==> src/rtl/sum_arbiter.sv <==
// Round-robin time-shared epoch accumulator: sums SAMPLES samples per channel and
// emits each channel's epoch total on one valid/ready output, lowest pending index first.
module sum_arbiter #(
    parameter int CHANNELS = 4,
    parameter int SAMPLES  = 15,
    parameter int DATA_W   = 8,
    parameter int CH_W     = $clog2(CHANNELS)
) (
    input  logic                       clk,
    input  logic                       reset,
    input  logic [CHANNELS*DATA_W-1:0] i_data,
    input  logic [CHANNELS-1:0]        i_valid,
    output logic [CHANNELS-1:0]        i_ready,
    output logic [DATA_W-1:0]          o_data,
    output logic [CH_W-1:0]            o_channel,
    output logic                       o_valid,
    input  logic                       o_ready
);
    localparam int CNT_W = (SAMPLES > 1) ? $clog2(SAMPLES) : 1;
    localparam logic [CNT_W-1:0] LAST = CNT_W'(SAMPLES - 1);

    logic [CNT_W-1:0]    count [CHANNELS];
    logic [DATA_W-1:0]   sum   [CHANNELS];
    logic [CHANNELS-1:0] pending;
    logic [CH_W-1:0]     rr_ptr;

    logic [CHANNELS-1:0] eligible;
    logic                grant_valid;
    logic [CH_W-1:0]     grant;
    logic [CH_W-1:0]     idx;
    logic                load;
    logic [CH_W-1:0]     drain;
    logic [CH_W-1:0]     rr_next;
    logic [DATA_W-1:0]   sample;

    assign eligible = i_valid & ~pending;

    // Scan downward so the candidate closest to rr_ptr is the last (winning) assignment.
    always_comb begin
        grant_valid = 1'b0;
        grant       = '0;
        idx         = '0;
        for (int k = CHANNELS - 1; k >= 0; k--) begin
            idx = CH_W'((int'(rr_ptr) + k) % CHANNELS);
            if (eligible[idx]) begin
                grant_valid = 1'b1;
                grant       = idx;
            end
        end
    end

    always_comb begin
        i_ready = '0;
        if (grant_valid) begin
            i_ready[grant] = 1'b1;
        end
    end

    always_comb begin
        drain = '0;
        for (int c = CHANNELS - 1; c >= 0; c--) begin
            if (pending[c]) begin
                drain = CH_W'(c);
            end
        end
    end

    assign load    = (~o_valid | o_ready) & (|pending);
    assign sample  = i_data[int'(grant)*DATA_W +: DATA_W];
    assign rr_next = CH_W'((int'(grant) + 1) % CHANNELS);

    // A drained channel is always pending and a granted one never is, so the two branches are exclusive.
    always_ff @(posedge clk or negedge reset) begin
        if (!reset) begin
            for (int c = 0; c < CHANNELS; c++) begin
                count[c] <= '0;
                sum[c]   <= '0;
            end
            pending <= '0;
        end else begin
            for (int c = 0; c < CHANNELS; c++) begin
                if (load && drain == CH_W'(c)) begin
                    pending[c] <= 1'b0;
                    sum[c]     <= '0;
                    count[c]   <= '0;
                end else if (grant_valid && grant == CH_W'(c)) begin
                    sum[c] <= sum[c] + sample;
                    if (count[c] == LAST) begin
                        pending[c] <= 1'b1;
                    end else begin
                        count[c] <= count[c] + 1'b1;
                    end
                end
            end
        end
    end

    always_ff @(posedge clk or negedge reset) begin
        if (!reset) begin
            rr_ptr <= '0;
        end else if (grant_valid) begin
            rr_ptr <= rr_next;
        end
    end

    always_ff @(posedge clk or negedge reset) begin
        if (!reset) begin
            o_valid   <= 1'b0;
            o_data    <= '0;
            o_channel <= '0;
        end else if (load) begin
            o_valid   <= 1'b1;
            o_data    <= sum[drain];
            o_channel <= drain;
        end else if (o_valid && o_ready) begin
            o_valid <= 1'b0;
        end
    end
endmodule

==> config.mk <==
export PLATFORM = sky130hd
export DESIGN_NAME = sum_arbiter
export DESIGN_NICKNAME = d
export VERILOG_FILES = /design/src/rtl/sum_arbiter.sv
export SDC_FILE = /design/constraint.sdc
export NUM_CORES = 1
export LEC_CHECK = 0
export ABC_AREA = 1
export BUFFER_PORTS_ARGS = -buffer_cell sky130_fd_sc_hd__buf_2
export CAP_MARGIN = 20
export CORE_UTILIZATION = 35
export DETAILED_ROUTE_END_ITERATION = 10
export GPL_ROUTABILITY_DRIVEN = 0
export SLEW_MARGIN = 20
export SYNTH_ARGS = -nofsm -noshare
export SYNTH_HDL_FRONTEND = slang
export SYNTH_SLANG_ARGS = --single-unit
==> constraint.sdc <==
create_clock -name clk -period 8.27 [get_ports clk]
set_input_delay 0.4135 -clock clk [delete_from_list [all_inputs] [get_ports clk]]
set_output_delay 0.4135 -clock clk [all_outputs]
set_load 0.03 [all_outputs]
# Word-level counts from Yosys, hierarchy flattened
# Index checks and enable logic that the tools add are counted.
dict set report totals {
  wordCells 146
  in_bits 39
  romBits 0
  n_memories 0
  reg_bits 65
  out_inout_bits 15
  mem_bits_rw 0
  latch_bits 0
}
dict set report classes {
  div_mod_pow 0
  n_lt_le_gt_ge 7
  n_mux 60
  n_mul 0
  eq_ne 14
  add_sub_neg 12
  bitwise_logic 6
  n_reduce_logical 30
  n_shift 1
}
# op n
set ops {}
lappend ops {{8-bit 2-to-1 mux} 10}
lappend ops {{4-bit 2-to-1 mux} 13}
lappend ops {{8-bit adder} 4}
lappend ops {{32-bit by 6-bit indexed part select with 8-bit output} 1}
lappend ops {{1-bit 2-to-1 mux} 23}
lappend ops {{2-bit nonzero test} 9}
lappend ops {{4-bit by 1-bit adder with 4-bit output, second input constant} 4}
lappend ops {{8-bit binary-select mux with 2-bit select} 1}
lappend ops {{4-bit equality test, second input constant} 4}
lappend ops {{2-bit 2-to-1 mux} 8}
lappend ops {{2-bit AND reduction} 8}
lappend ops {{2-bit by 3-bit < comparator with 1-bit output, second input constant} 5}
lappend ops {{1-bit logical AND} 10}
lappend ops {{1-bit binary-select mux with 2-bit select} 4}
lappend ops {{2-bit equality test, second input constant} 4}
lappend ops {{2-bit inequality test, second input constant} 4}
lappend ops {{2-bit by 1-bit adder with 2-bit output, second input constant} 2}
lappend ops {{2-bit adder, second input constant} 2}
lappend ops {{4-bit bitwise AND} 1}
lappend ops {{2-bit by 1-bit equality test with 1-bit output, second input constant} 2}
lappend ops {{2-bit logical NOT} 2}
lappend ops {{4-bit NOT} 1}
lappend ops {{4-bit OR reduction} 1}
lappend ops {{3-bit >= comparator, second input constant} 1}
lappend ops {{other kinds (6)} 6}

# Depth between registers and ports, before layout
dict set report depth {
  word_depth 13
  depth_mapped 26
  ltp_nobuf 24
}

# Worst setup path after synthesis
# OpenSTA, ideal clock, no wires.
dict set report synth_path {
  path_kind {flip-flop to flip-flop}
  start {register rr_ptr[0]}
  end {register sum[6] in the netlist's numbering}
  setup_ns 0.083
  t_arrival_ns 3.123
  stages_incl_launch_ff 23
  setup_slack_ns 5.064
  cell_sequence {dfrtp_1 buf_6 xnor2_2 nand2_2 nand2_2 inv_2 nand2_2 nand2_1 nand2_2 nand2_2 inv_2 buf_2 nor2_1 o22ai_1 ha_1 inv_1 fa_1 o21ai_0 nand2_1 nand2_1 a21oi_1 xor2_1 o21ai_0}
}
dict set report synth_between {
  elab_chain_len 11
  elab_cells_between_ends 26
  classes_between {add/sub: 4; eq/ne: 1; shift: 1; mux: 18; reduce/logical: 2}
}
# element line_no
set synth_lines {}
lappend synth_lines {{from (decl)} 25} ;# logic [CH_W-1:0] rr_ptr;
lappend synth_lines {{from (signal assigned)} 102} ;# rr_ptr <= rr_next;
lappend synth_lines {{2-bit adder} 44} ;# idx = CH_W'((int'(rr_ptr) + k) % CHANNELS);
lappend synth_lines {{1-bit binary-select mux with 2-bit select} 45} ;# if (eligible[idx]) begin
lappend synth_lines {{1-bit 2-to-1 mux (not written as such)} 45}
lappend synth_lines {{2-bit 2-to-1 mux (4 in a row)} 45}
lappend synth_lines {{32-bit by 6-bit indexed part select with 8-bit output} 69} ;# assign sample = i_data[int'(grant)*DATA_W +: DATA_W];
lappend synth_lines {{8-bit adder} 87} ;# sum[c] <= sum[c] + sample;
lappend synth_lines {{8-bit 2-to-1 mux} 86} ;# end else if (grant_valid && grant == CH_W'(c)) begin
lappend synth_lines {{8-bit 2-to-1 mux} 82} ;# if (load && drain == CH_W'(c)) begin
lappend synth_lines {{to (signal, indexed assignment)} 87}
lappend synth_lines {{to (decl)} 23} ;# logic [DATA_W-1:0] sum [CHANNELS];
# Several ways; a longest one is shown, not always the timed one. The select of a mux whose other input is x is not followed.
# A chain may end at the register's enable or synchronous reset.

# Final worst setup path
dict set report layout_path {
  start {register rr_ptr[0]}
  end {register sum[15] in the netlist's numbering}
}
# Same word-level chain as after synthesis.

==> results.toml <==
[run_status]
outcome = "finished clean"

[die]
die_h_microns = 117.6
initial_core_util_pct = 36.44
die_area_sq_um = 13820
core_sq_um = 12820
dieWidth_microns = 117.6
ios = 54
num_rows = 41

[placed_design]
io_buffers = 53
dp_hpwl_microns = 9612

[route]
final_antenna_net_count = 0
drc_errors = 0
drt-total-wl_microns = 12830
drt_iter0_markers = 210
avgRoutedWirePerCell_microns = 15.49
num_vias = 4289
via_per_inst = 5.180
drt-pass1-iter-count = 7

[layout]
area.growth.synth_to_final_pct = 15.53
nets = 734
drive_gt1_share_pct = 16.46
fin_util_pct = 42.10
antenna_cells = 0

[worst_setup_path]
crit_type = "flip-flop to flip-flop"
cp_cell_sequence = "inv_2 > nand3_1 > nand2_1 > nand2_1 > nand2_1 > inv_2 > nand2_1 > nand2_2 > nand2_2 > inv_2 > o21ai_1 > o22ai_1 > ha_1 > nand2_1 > inv_1 > nand4_1 > o211ai_1 > xor2_1 > inv_1 > nand3_1 > nand3_1 > nand2_1"
worstPathArrival_ns = 4.30
critPathMaxFanout = 22
slowest_stage = "o22ai_1"
crit_path_start_kind = "flip-flop"
worst_r2r_startpoint = "rr_ptr[0]"
max_stage_delay_ns = 0.72
r2r_cells = 22
endpoint_kind = "flip-flop"
rr_endpoint = "sum[15]"
rrSetupSlack_ns = 4.19
crit_top_cell = "nand2_1"
critPathRequiredTime_ns = 8.49

[global_route]
grt-ovfl-total = 0
grt_usage_pct = 19.37
antenna_found_initial = 0
grt_pass1_wl_microns = 21080
grt_max_degree = 66
first_global_vias = 4318

[logic_synthesis]
synth-xor-area-share_pct = 5.971
netlist_area_sq_um = 4673
postSynthCellCount = 597
ys.flop_type = "dfrtp_1"
yosysUniqueCellTypes = 36
yosys.area_share.simple_pct = 20.51
syn-num-nets = 680
syn_area_per_cell_sq_um = 7.828
synth_top_family_by_area = "simple AND/OR/NAND/NOR gates"
ys_warn_count = 0
synth_fa_ha_area_share_pct = 12.42
ys_ff_latch = 65
synth_edf_count = 0
synthMuxAreaShare_pct = 0
yosysSeqAreaShare_pct = 34.81
synthArstFlopShare_pct = 100.0
synth_compound_area_share_pct = 17.78

[timing]
setup_viol = 0
finalCriticalPeriod_ns = 4.081
fmax_ghz = 0.2451
relSlewSlack_pct = 37.27
fin_tns_setup_ns = 0
finalHoldViolCount = 0
fin_crit_sh_pct = 49.34
fin_skew_ns = 0.005586
slew_violations = 0
worst_pin_slew_ns = 0.9409
holdWs_ns = 0.2827
grt_setup_unrepaired = "false"

[clock_tree]
cts_tree = "yes"
cts_resized = 0
path_clk_slew_ns = 0.06
cts_sinks = 65
cts.htree.levels = 3
hold_buffers = 0
numCtsBuffers = 9
clk_latency_ns = 0.33
postCtsSetupBuffers = 0
cts.path.max_buffers = 2
root_buffer = "clkbuf_16"

[hold_path]
hold_path.class = "input pin to asynchronous set/reset pin"

[run]
maxCapViolations = 0
==> registers in the layout, indices dropped and copies added (netlist names) <==
register,count
rr_ptr,2
count,16
pending,4
sum,32
o_data,8
o_channel,2
o_valid,1
==> how the worst max path moves through the flow <==
stage	cells past startpoint	slack, ns	endpoint	from
4_1_cts	21	4.22	sum[30]	rr_ptr[0]
6_report	22	4.19	sum[15]	rr_ptr[0]
3_3_place_gp	21	4.38	sum[6]	rr_ptr[0]
5_1_grt	21	3.78	sum[6]	rr_ptr[0]
2_1_floorplan	22	5.06	sum[6]	rr_ptr[0]
3_5_place_dp	21	4.25	sum[30]	rr_ptr[0]
==> final cells by class <==
cell class | instances | area [sq um]
multi-input cells | 434 | 2649
clock buffers | 14 | 274.0
fillers | 1304 | 7426
inverters | 87 | 326.6
well taps | 172 | 215.2
repair buffers | 54 | 272.8
clock inverters | 2 | 35.03
flip-flops and latches | 65 | 1627
==> metrics by stage <==
stage               std cells  worst slack, ns  area (sq um)
floorplan                 597            5.064          4673
global placement          812            4.377          5090
detailed placement        812            4.245          5090
CTS                       828            4.218          5399
global route              828            3.783          5399
finish                    828            4.189          5399
==> Yosys cell counts (16+ instances only) <==
master,n,share of area (%)
ha_1,40,11
nand3_1,55,5.9
inv_2,16,1.3
a21oi_1,50,5.4
o21ai_1,21,2.2
xor2_1,21,3.9
inv_1,70,5.6
nor2_1,42,3.4
dfrtp_1,65,35
o21ai_0,41,4.4
o22ai_1,21,2.8
nand2_1,83,6.7
==> logic make-up (layout without fill, tap and decap cells) <==
group           count (synthesis)  count (layout)
simple gates                  208             208
compound gates                151             151
buf+inv                        98             157
flops                          65              65
fa+ha+maj                      44              44
xor+xnor                       31              31
==> per-layer routing <==
layer	vias to the layer above	part of all wire, %	GRT usage [%]
met5	-	0	0
met4	0	2.3	6.651
met3	21	4.9	3.682
met2	109	47	32.84
met1	2038	46	24.60
li1	2121	-	-
==> cells in the final DEF (no fill, tap or decap), types with 3 or more instances in the layout <==
master	Yosys	routed
a21oi_1	50	50
a31oi_1	8	8
buf_2	3	53
clkbuf_16	0	9
clkbuf_8	0	3
dfrtp_1	65	65
fa_1	4	4
ha_1	40	40
inv_1	70	70
inv_2	16	16
nand2_1	83	83
nand2_2	10	10
nand3_1	55	55
nand3_2	4	4
nand4_1	4	4
nor2_1	42	42
nor2_2	4	4
o211ai_1	4	4
o21ai_0	41	41
o21ai_1	21	21
o22ai_1	21	21
xnor2_1	9	9
xor2_1	21	21
==> worst max-delay path: cells and delay by family (launching register included) <==
family	cells	cell delay, ns
adder cells (fa/ha/maj)	1	0.41
AO/OA/AOI/OAI	3	0.97
buffers and inverters	5	0.63
flip-flops	1	0.58
AND/OR/NAND/NOR	12	1.20
XOR/XNOR	1	0.19
Power is left out: the tool's default activity adds up to more than one toggle a clock period on the data nets, which glitch-free logic cannot reach.
